### config.mk
export PLATFORM = sky130hd
export DESIGN_NAME = readback_status_n
export DESIGN_NICKNAME = d
export VERILOG_FILES = /design/src/rtl/readback_status_n.sv
export SDC_FILE = /design/constraint.sdc
export NUM_CORES = 1
export LEC_CHECK = 0
export BUFFER_PORTS_ARGS = -buffer_cell sky130_fd_sc_hd__buf_2
export CORE_AREA = 8 8 111 113
export CTS_CLUSTER_DIAMETER = 60
export DETAILED_ROUTE_END_ITERATION = 12
export DIE_AREA = 0 0 119 121
export HOLD_SLACK_MARGIN = 0.15
export MAX_ROUTING_LAYER = met4
export PLACE_DENSITY = 0.84
export SLEW_MARGIN = 20
export SYNTH_ARGS = -nofsm -noshare
export SYNTH_HDL_FRONTEND = slang
export SYNTH_SLANG_ARGS = --single-unit
### constraint.sdc
create_clock -name clk128 -period 6.6 [get_ports clk128]
set_input_delay 1.32 -clock clk128 [delete_from_list [all_inputs] [get_ports clk128]]
set_output_delay 1.32 -clock clk128 [all_outputs]
set_load 0.05 [all_outputs]
### src/rtl/readback_status_n.sv
// Readback status block: header alignment checks, lockup timers and a
// short tagged status frame streamed out on request.
module readback_status_n #(
   parameter int          NCH    = 2,
   parameter logic [19:0] TMO    = 20'hE0000,
   parameter int          TWD_HI = 4,
   parameter int          TWD_LO = 5
) (
   input  logic              clk128,
   input  logic              init,
   input  logic [4:0]        crate,
   input  logic              rd,
   input  logic [NCH-1:0]    active,
   input  logic [NCH-1:0]    eob,
   input  logic [24*NCH-1:0] readcount,
   input  logic [11:0]       linkword,
   input  logic              linkfst,
   input  logic              linkdav,
   input  logic [7:0]        lock,
   input  logic [5:0]        ext_status,
   input  logic              clr_err,
   output logic              read,
   output logic [9:0]        bytout,
   output logic              error
);

   localparam int         FLEN = 4 + NCH;
   localparam logic [2:0] HI3  = 3'(TWD_HI);
   localparam logic [2:0] LO3  = 3'(TWD_LO);
   localparam logic [3:0] FL4  = 4'(FLEN);

   typedef enum logic {IDLE, SEND} st_t;

   logic [2:0]     hedwd;
   logic [NCH-1:0] align_err;
   logic [NCH-1:0] time_err;
   logic [NCH-1:0] timer;
   logic [NCH-1:0] active_d;
   logic [NCH-1:0] mism;
   logic [5:0]     mm_cnt   [NCH];
   logic [19:0]    tcnt     [NCH];
   logic [19:0]    tcnt_nxt [NCH];
   logic [15:0]    status;

   st_t         state, state_nxt;
   logic [3:0]  idx, idx_nxt, wsel;
   logic        read_nxt, load;
   logic [9:0]  byt_nxt, word;
   logic [15:0] sn_stat;
   logic [4:0]  sn_crate;
   logic [7:0]  sn_ch [NCH];

   always_ff @(posedge clk128 or posedge init) begin
      if (init) begin
         hedwd <= '0;
      end else if (~|active) begin
         hedwd <= '0;
      end else if (linkfst) begin
         hedwd <= 3'd1;
      end else if (linkdav) begin
         if (hedwd == LO3)
            hedwd <= '0;
         else if (hedwd != 3'd0)
            hedwd <= hedwd + 3'd1;
      end
   end

   // A linkdav swallowed by a coincident linkfst is not a header word.
   always_comb begin
      mism = '0;
      for (int c = 0; c < NCH; c++) begin
         tcnt_nxt[c] = '0;
         if (active[c] && linkdav && !linkfst) begin
            if (hedwd == HI3 && linkword != readcount[24*c+12 +: 12])
               mism[c] = 1'b1;
            if (hedwd == LO3 && linkword != readcount[24*c +: 12])
               mism[c] = 1'b1;
         end
         if (timer[c])
            tcnt_nxt[c] = (&tcnt[c]) ? tcnt[c] : tcnt[c] + 20'd1;
      end
   end

   always_ff @(posedge clk128 or posedge init) begin
      if (init) begin
         align_err <= '0;
         time_err  <= '0;
         timer     <= '0;
         active_d  <= '0;
         for (int c = 0; c < NCH; c++) begin
            mm_cnt[c] <= '0;
            tcnt[c]   <= '0;
         end
      end else begin
         active_d <= active;
         for (int c = 0; c < NCH; c++) begin
            if (mism[c]) begin
               align_err[c] <= 1'b1;
               if (clr_err)
                  mm_cnt[c] <= 6'd1;
               else if (mm_cnt[c] != 6'd63)
                  mm_cnt[c] <= mm_cnt[c] + 6'd1;
            end else if (clr_err) begin
               align_err[c] <= 1'b0;
               mm_cnt[c]    <= '0;
            end
            // Rising edge wins over a coincident end-of-block.
            if (active[c] && !active_d[c])
               timer[c] <= 1'b1;
            else if (active[c] && eob[c])
               timer[c] <= 1'b0;
            tcnt[c] <= tcnt_nxt[c];
            if (tcnt_nxt[c] > TMO)
               time_err[c] <= 1'b1;
            else if (clr_err)
               time_err[c] <= 1'b0;
         end
      end
   end

   always_ff @(posedge clk128 or posedge init) begin
      if (init)
         error <= 1'b0;
      else
         error <= (|align_err) | (|time_err);
   end

   assign status = {|align_err, |time_err, ext_status, lock};
   assign wsel   = idx + 4'd1;

   always_comb begin
      word = '0;
      if (wsel == 4'd2)
         word = {2'b00, 3'b000, sn_crate};
      else if (wsel == 4'd3)
         word = {2'b11, sn_stat[15:8]};
      else if (wsel == 4'd4)
         word = {2'b00, sn_stat[7:0]};
      else
         for (int k = 0; k < NCH; k++)
            if (wsel == 4'(5 + k))
               word = {2'b10, sn_ch[k]};
   end

   always_comb begin
      state_nxt = state;
      idx_nxt   = idx;
      read_nxt  = read;
      byt_nxt   = bytout;
      load      = 1'b0;
      unique case (state)
         IDLE: begin
            idx_nxt  = '0;
            read_nxt = 1'b0;
            byt_nxt  = '0;
            if (rd) begin
               state_nxt = SEND;
               load      = 1'b1;
               idx_nxt   = 4'd1;
               read_nxt  = 1'b1;
               byt_nxt   = {2'b01, 8'hFF};
            end
         end
         SEND: begin
            if (idx == FL4) begin
               state_nxt = IDLE;
               idx_nxt   = '0;
               read_nxt  = 1'b0;
               byt_nxt   = '0;
            end else begin
               idx_nxt = wsel;
               byt_nxt = word;
            end
         end
      endcase
   end

   always_ff @(posedge clk128 or posedge init) begin
      if (init) begin
         state    <= IDLE;
         idx      <= '0;
         read     <= 1'b0;
         bytout   <= '0;
         sn_stat  <= '0;
         sn_crate <= '0;
         for (int k = 0; k < NCH; k++)
            sn_ch[k] <= '0;
      end else begin
         state  <= state_nxt;
         idx    <= idx_nxt;
         read   <= read_nxt;
         bytout <= byt_nxt;
         // Frozen copy keeps the frame in flight immune to error updates.
         if (load) begin
            sn_stat  <= status;
            sn_crate <= crate;
            for (int k = 0; k < NCH; k++)
               sn_ch[k] <= {align_err[k], time_err[k], mm_cnt[k]};
         end
      end
   end

endmodule

After elaboration in Yosys (flattened, before gate mapping)
Cells that the tools add are included.
- multiply operators: 0
- add/sub/neg operators: 6
- divide/modulo/power cells: 0
- muxes and demuxes: 48
- magnitude comparators: 2
- eq/ne operators: 17
- reduce and logical (&&, ||, !) cells: 32
- bitwise logic cells: 2
- shift operators: 0
- operator list (kind ; count):
    two-way mux 20 bit ; 4
    two-way mux 10 bit ; 6
    != test 12 bit ; 4
    two-way mux 6 bit ; 7
    adder 20 x 1 -> 20 bit, second input constant ; 2
    greater-than comparator 20 bit, second input constant ; 2
    AND reduction 20 bit ; 2
    two-way mux 1 bit ; 20
    one-hot mux 10 bit (2 select lines) ; 1
    == test 4 x 3 -> 1 bit, second input constant ; 4
    nonzero test 2 bit ; 8
    two-way mux 3 bit ; 5
    adder 6 x 1 -> 6 bit, second input constant ; 2
    logical AND 1 bit ; 12
    != test 6 bit, second input constant ; 2
    two-way mux 9 bit ; 1
    == test 4 x 2 -> 1 bit, second input constant ; 2
    one-hot mux 4 bit (2 select lines) ; 1
    == test 3 bit, second input constant ; 2
    AND reduction 2 bit ; 3
    OR reduction 2 bit ; 3
    adder 4 x 1 -> 4 bit, second input constant ; 1
    two-way mux 4 bit ; 1
    != test 4 x 2 -> 1 bit, second input constant ; 1
    other kinds (8) ; 11
- bits in writable memories: 0
- latch bits: 0
- register bits after elaboration: 117
- logic and storage cells: 128
- ROM bits: 0
- output and inout bits: 12
- memories: 0

Depth between registers and ports, before layout
Gate-level depths: netlist of run 1.
- depth in word-level cells: 9
- depth in mapped cells: 9
- mapped depth without buffers: 8

Worst setup path before layout of run 1
Ideal clock, no wire load.
- path type: input port to flip-flop
- start point: in linkdav
- end point: reg mm_cnt[5] (netlist name)
- required time: 6.522 ns
- slack: 3.717 ns
- cell stages on the path: 7
- arrival: 2.805 ns
- buffers on the path: 0
- path through: inv_1 -> nor4b_1 -> nand2_1 -> a211oi_1 -> nand4_1 -> or3_1 -> a21oi_1
- cells in the longest elaborated chain, start to end: 5
- ends and longest elaborated chain (what ; RTL line ; RTL):
    start: declaration ; 18 ; input logic linkdav,
    logical AND 1 bit * (2 in series) ; 73 ; if (active[c] && linkdav && !linkfst) begin
    two-way mux 1 bit * ; 73 ;
    nonzero test 2 bit (no line) ; -- ;
    AND reduction 2 bit (no line) ; -- ;
    end signal: indexed assignment ; 102 ; mm_cnt[c] <= mm_cnt[c] + 6'd1;
    end: declaration ; 40 ; logic [5:0] mm_cnt [NCH];
Mark *: on every way between the ends. The rest lies on a longest branch, timed or not.
A chain may end at the register's enable or synchronous reset.

Final worst setup path of run 1
- start point: in linkword[4]
- end point: reg mm_cnt[11] (netlist name)
- cells in the longest elaborated chain, start to end: 7
- ends and longest elaborated chain (what ; RTL line ; RTL):
    start: declaration ; 16 ; input logic [11:0] linkword,
    != test 12 bit ; 74 ; if (hedwd == HI3 && linkword != readcount[24*c+12 +: 12])
    logical AND 1 bit ; 74 ;
    two-way mux 1 bit ; 74 ;
    two-way mux 1 bit * ; 76 ; if (hedwd == LO3 && linkword != readcount[24*c +: 12])
    two-way mux 1 bit * ; 73 ;
    nonzero test 2 bit (no line) ; -- ;
    AND reduction 2 bit (no line) ; -- ;
Marked as above.

==> results of run 1 <==
==> Yosys cell counts, types with 2 or more instances <==
library cell  instances
dfrtp_1             117
and3_1               13
nor4b_1               2
ha_1                  8
nor3b_1               4
nand4_1              17
or4_1                 2
buf_1                 2
and2_1               10
a211o_1               5
o32ai_1               2
buf_2                 5
or3_1                 6
nor2b_1              10
nand2_1             135
a222oi_1              8
a311oi_1              6
clkbuf_1             20
buf_4                 2
nand3b_1              2
a21oi_1              35
nor2_1               52
o21ai_0              27
nor4_2                2
inv_1                22
xnor2_1              43
a22o_1                8
nor3_1               13
o2111ai_1             2
nand3_1              23
nand2b_1              2
and4_1                2
mux2i_1               4
nor4_1               10
xor2_1               32
a211oi_1              7
a31oi_1              10
mux2_2                2
==> per-layer routing <==
| layer | global-route usage | vias to the layer above | part of all wire |
|---|---|---|---|
| li1 | - | 2607 | - |
| met1 | 0.270 | 2697 | 0.42 |
| met2 | 0.379 | 257 | 0.50 |
| met5 | - | - | 0 |
| met4 | 0.0759 | 0 | 0.020 |
| met3 | 0.0540 | 50 | 0.064 |
==> area by class of cell <==
class	instances	area [um^2]
Multi-Input combinational cell	522	3140
Fill cell	764	3140
Sequential cell	117	2930
Timing Repair Buffer	104	531
Clock buffer	20	435
Tap cell	140	175
Clock inverter	12	166
Inverter	22	85.1
Antenna cell	1	2.50
==> metrics by stage <==
step | std cells | cell area [um^2] | utilization
after CTS | 937 | 7450 | 0.703
final | 938 | 7470 | 0.704
after floorplan | 690 | 6260 | -
after global routing | 938 | 7470 | 0.704
after detailed placement | 905 | 6850 | 0.646
after global placement | 905 | 6850 | 0.646
==> worst max-delay path: stages <==
cell and delay (ns):
buf_2 0.14, xor2_1 0.15, nor4_1 0.40, nand3_1 0.14, o2111ai_1 0.48, nor2b_1 0.21, nand4_1 0.16, mux2_2 0.35
==> kinds of logic (layout without fill, tap and decap cells) <==
| logic type | count (synthesis) | count (layout) | synth area share |
|---|---|---|---|
| adders and majority gates | 8 | 8 | 0.0160 |
| muxes | 6 | 6 | 0.00999 |
| other | 0 | 1 | 0 |
| buffers and inverters | 51 | 158 | 0.0328 |
| DFF | 117 | 117 | 0.467 |
| AOI/OAI and AO/OA | 123 | 123 | 0.132 |
| and+or+nand+nor | 310 | 310 | 0.237 |
| xor gates and xnor gates | 75 | 75 | 0.105 |
==> worst max-delay path by stage <==
stage                       end
floorplan           active_d[0]
global placement     mm_cnt[11]
detailed placement   mm_cnt[11]
CTS                  mm_cnt[11]
global route         mm_cnt[11]
finish               mm_cnt[11]
==> power groups by stage <==
stage	Clock (W)	Sequential [W]	Combinational, W
final	0.000941	0.000928	0.000609
after global routing	0.000979	0.000939	0.000678
after CTS	0.000945	0.000922	0.000607
after detailed placement	0	0.000933	0.000596
after global placement	0	0.000924	0.000578
after floorplan	0	0.00101	0.000355
==> flip-flops by register name, summed over array words and instances, names as in the netlist <==
register   count
align_err      2
sn_stat       16
time_err       2
error          1
hedwd          3
sn_crate       5
read           1
active_d       2
bytout        10
timer          2
tcnt          40
idx            4
sn_ch         16
state          1
mm_cnt        12
==> impl_metrics.py, run 1 <==
metrics = {
    "critical_path": {
        "crit_start": "linkword[4]",
        "cp_data_required_time_ns": 7.01,
        "rrSetupSlack_ns": 3.90,
        "r2r_end": "time_err[1]",
        "endpoint_kind": "flip-flop",
        "reg2reg_depth": 8,
        "crit_path_max_fanout": 5,
        "r2r-start": "tcnt[0]",
        "criticalPathCategory": "in2reg",
        "critPathLaunchType": "primary input",
        "cp.arrival_ns": 3.36,
    },
    "floorplan": {
        "ioPinCount": 101,
        "floorplan.initialDensity": 0.591,
        "die_w_um": 119,
        "fp.dieH_um": 121,
        "dieArea_um2": 14400,
        "fp-row-count": 38,
        "core-area_um2": 10600,
    },
    "timing": {
        "finalHoldViolations": 0,
        "setup_ws_ns": 3.65,
        "tightest_slew_ns": 0.826,
        "whs_ns": 0.419,
        "tns_ns": 0,
        "final.min_clock_period_ns": 2.95,
        "skew_ns": 0.00963,
        "rsz0062_at_grt": "no",
        "clock.fmax_ghz": 0.339,
        "finalMaxSlewViolations": 0,
        "finalCritPeriodShare": 0.447,
        "slew_headroom": 0.449,
        "setup_viol": 0,
    },
    "power_and_ir_drop": {
        "ir_worst_vdd_uv": 256,
        "power.density_nw_per_um2": 332,
        "combPwrFrac": 0.246,
        "pwr-share-seq": 0.374,
        "swShare": 0.342,
        "p_clk_frac": 0.380,
        "total_power_w": 0.00248,
        "power_switching_w": 0.000848,
        "internal_power_w": 0.00163,
        "power_leakage_nw": 3.48,
    },
    "clocking": {
        "cts_resized": 0,
        "cts_tree": "done",
        "cts_made_buffers": 17,
        "hold_buffers": 0,
        "cts_htree_levels": 4,
        "postCtsSetupRepairBufs": 0,
        "cts.sinks": 117,
        "cts.clk_slew.worst_paths_ns": 0.06,
        "insertion_delay_ns": 0.53,
        "clock_path_buffers": 2,
        "cts_root_buf": "clkbuf_8",
    },
    "logic_synthesis": {
        "synth_top_area_cell": "dfrtp_1",
        "synth_top_flop_cell": "dfrtp_1",
        "synth_edf_count": 0,
        "async_flop_share": 1.00,
        "yosys-top-cells-area": "dfrtp_1 (47%), nand2_1 (8.1%), xnor2_1 (6.0%)",
        "synth_nets": 787,
        "synthCells": 690,
        "syn_avg_cell_area_um2": 9.08,
        "syn_area_um2": 6260,
        "yosysWarningCount": 0,
        "ys_ff_latch": 117,
        "synth_top_area_share": 0.467,
        "yosysSeqAreaShare": 0.467,
        "ys_types": 56,
    },
    "grt": {
        "antenna_found_initial": 1,
        "track_usage": 0.229,
        "grt_pass1_wl_um": 26600,
        "grt_max_degree": 69,
        "grt_pass1_vias": 5713,
        "grt_overflow_total": 0,
    },
    "route": {
        "wl_um": 15900,
        "dr.pass1.iters": 6,
        "drc": 0,
        "dr_total_vias": 5611,
        "vias_per_cell": 5.98,
        "ant_nets": 0,
        "routedWlPerCell_um": 16.9,
        "dr.first_iter.drc_count": 414,
    },
    "worst_hold_path": {
        "min_delay_path_depth": 1,
        "worst_hold_path_type": "reg2reg",
        "hold_start": "active_d[0]",
        "whs_endpoint": "timer[0]",
    },
    "outcome": {
        "status": "complete, no violations",
    },
    "place": {
        "port_buffers": 100,
        "place_ws_ns": 3.17,
        "hpwlAfterDp_um": 11100,
        "finalWeightedCongestion": 0.921,
    },
    "flow_run": {
        "drv_cap": 0,
    },
    "final_layout": {
        "final_cell_mix": "nand2_1 (135), dfrtp_1 (117), buf_2 (100)",
        "syn2layout_area_growth_pct": 19.2,
        "nets": 881,
        "final_layout_size_suffix_gt1_frac": 0.187,
        "final_common_cell": "nand2_1",
    },
}
Power figures use the tool's default switching activity.
==> run 2, diff against run 1 <==
- CORE_AREA: 8 8 111 113 -> 8 8 120 122
- DIE_AREA: 0 0 119 121 -> 0 0 128 130
- PLACE_DENSITY: 0.84 -> 0.75
- clock period: 6.6 -> 2.6 ns (I/O delays scaled with it)
==> run 2 against run 1 <==
Combinational power grew to 2.6 times the previous value; hold slack lost 0.20 ns; highest routed layer unchanged; power grew to 2.6 times the previous value; die area grew 16%; largest cell class unchanged; critical path type is now reg2reg; via count shrank 2.9%; sequential power grew to 2.5 times the previous value; sequential share of layout area shrank 1.5 points; clock power grew to 2.6 times the previous value.
==> impl_metrics.py, run 2 (same netlist as run 1, synthesis figures left out) <==
metrics = {
    "clocking": {
        "clock_path_buffers": 2,
        "cts_tree": "done",
        "cts.sinks": 117,
        "cts_made_buffers": 17,
        "hold_buffers": 0,
        "cts_htree_levels": 4,
        "cts_root_buf": "clkbuf_16",
        "cts.clk_slew.worst_paths_ns": 0.05,
        "insertion_delay_ns": 0.41,
    },
    "final_layout": {
        "syn2layout_area_growth_pct": 23.8,
        "final_layout_size_suffix_gt1_frac": 0.213,
        "largestRegisters": "tcnt: 40 flops, sn_ch: 16 flops, sn_stat: 16 flops",
        "final_common_cell": "nand2_1",
        "nets": 907,
        "final_cell_mix": "nand2_1 (135), dfrtp_1 (117), buf_2 (100)",
        "fin_util": 0.625,
        "largest_register": "tcnt",
        "largest_reg_flops": 40,
    },
    "floorplan": {
        "die_w_um": 128,
        "floorplan.initialDensity": 0.505,
        "fp.dieH_um": 130,
        "dieArea_um2": 16600,
        "core-area_um2": 12400,
        "fp-row-count": 41,
        "ioPinCount": 101,
    },
    "route": {
        "dr.first_iter.drc_count": 465,
        "ant_nets": 0,
        "drc": 0,
        "wl_um": 15500,
        "vias_per_cell": 5.49,
        "dr.pass1.iters": 5,
        "routedWlPerCell_um": 15.6,
        "dr_total_vias": 5451,
    },
    "power_and_ir_drop": {
        "power.density_nw_per_um2": 815,
        "pwr-share-seq": 0.372,
        "internal_power_w": 0.00431,
        "p_clk_frac": 0.382,
        "power_leakage_nw": 3.61,
        "ir_worst_vdd_uv": 444,
        "combPwrFrac": 0.247,
        "power_switching_w": 0.00201,
        "swShare": 0.318,
    },
    "place": {
        "port_buffers": 100,
        "place_ws_ns": 0.174,
        "finalWeightedCongestion": 0.928,
        "hpwlAfterDp_um": 11600,
    },
    "critical_path": {
        "rrSetupSlack_ns": 0.14,
        "cp.arrival_ns": 2.75,
        "critPathLaunchType": "flip-flop",
        "criticalPathCategory": "reg2reg",
        "r2r_end": "time_err[1]",
        "crit_path_max_fanout": 5,
        "reg2reg_depth": 8,
        "r2r-start": "tcnt[1]",
        "cp_data_required_time_ns": 2.88,
        "endpoint_kind": "flip-flop",
    },
    "timing": {
        "final.min_clock_period_ns": 2.46,
        "tightest_slew_ns": 0.697,
        "slew_headroom": 0.534,
        "finalMaxSlewViolations": 0,
        "finalHoldViolations": 0,
        "setup_viol": 0,
        "whs_ns": 0.216,
        "finalCritPeriodShare": 0.947,
        "clock.fmax_ghz": 0.406,
        "setup_ws_ns": 0.137,
        "skew_ns": 0.00897,
    },
    "grt": {
        "track_usage": 0.197,
        "grt_overflow_total": 0,
        "grt_max_degree": 53,
        "grt_pass1_wl_um": 26000,
        "antenna_found_initial": 1,
        "grt_pass1_vias": 5687,
    },
    "flow_run": {
        "drv_cap": 0,
    },
    "outcome": {
        "status": "complete, no violations",
    },
    "worst_hold_path": {
        "worst_hold_path_type": "in2async",
    },
}
## run 2: changes by cell type in the layout (fill, tap and decap cells not counted), sizes merged
cell      change
clkinvlp      +1
buf          +26
inv           -6
clkinv        +1
bufinv        +1
## run 2: metal layers
| layer | up-vias | part of all wire | GRT usage |
|---|---|---|---|
| met5 | - | 0 | - |
| met4 | 0 | 0.013 | 0.0566 |
| met3 | 26 | 0.057 | 0.0567 |
| met2 | 206 | 0.48 | 0.322 |
| met1 | 2565 | 0.45 | 0.235 |
| li1 | 2654 | - | - |
## run 2: cell type report
class                   count  area (um^2)
clock inverters             9          154
repair buffers            130          763
inverters                  22         86.3
well taps                 172          215
diodes                      1         2.50
multi-input cells         522         3150
fillers                  1053         4660
clock buffers              20          457
flip-flops and latches    117         2930
## run 2: repair_timing
action | CTS | global route
hold endpoints to repair | 0 | 0
buffers inserted | 0 | 3
resized for setup | 0 | 4
setup endpoints to repair | 0 | 2
## run 2: power groups by stage
| stage | Combinational [W] | Sequential, W | Clock, W |
|---|---|---|---|
| finish | 0.00156 | 0.00235 | 0.00241 |
| global route | 0.00172 | 0.00239 | 0.00254 |
| CTS | 0.00157 | 0.00235 | 0.00245 |
| detailed placement | 0.00156 | 0.00237 | 0 |
| global placement | 0.00152 | 0.00235 | 0 |
| floorplan | 0.000901 | 0.00255 | 0 |
## run 2: how the worst max path moves through the flow
stage	from	end	slack [ns]	cells past startpoint
2_1_floorplan	tcnt[0]	time_err[1]	0.24	9
3_3_place_gp	tcnt[12]	time_err[1]	0.19	8
3_5_place_dp	tcnt[1]	time_err[1]	0.17	8
4_1_cts	tcnt[1]	time_err[1]	0.14	8
5_1_grt	tcnt[20]	time_err[0]	-0.02	8
6_report	tcnt[1]	time_err[1]	0.14	8
## run 2: worst max-delay path, cell delays in order (launching register included)
cell and delay, ns:
dfrtp_1 0.42, ha_1 0.27, nand3_2 0.15, or2_1 0.26
o41ai_2 0.27, a31oi_1 0.07, or4_1 0.49, nor4_1 0.32
a2bb2oi_1 0.10
## run 2: per-stage QoR
step           std cells  TNS [ns]  instance area [um^2]  power (W)
2_1_floorplan        690         0                  6270    0.00345
3_3_place_gp         960         0                  7100    0.00387
3_5_place_dp         960         0                  7100    0.00393
4_1_cts              989         0                  7710    0.00637
5_1_grt              993   -0.0173                  7760    0.00664
6_report             993         0                  7760    0.00632
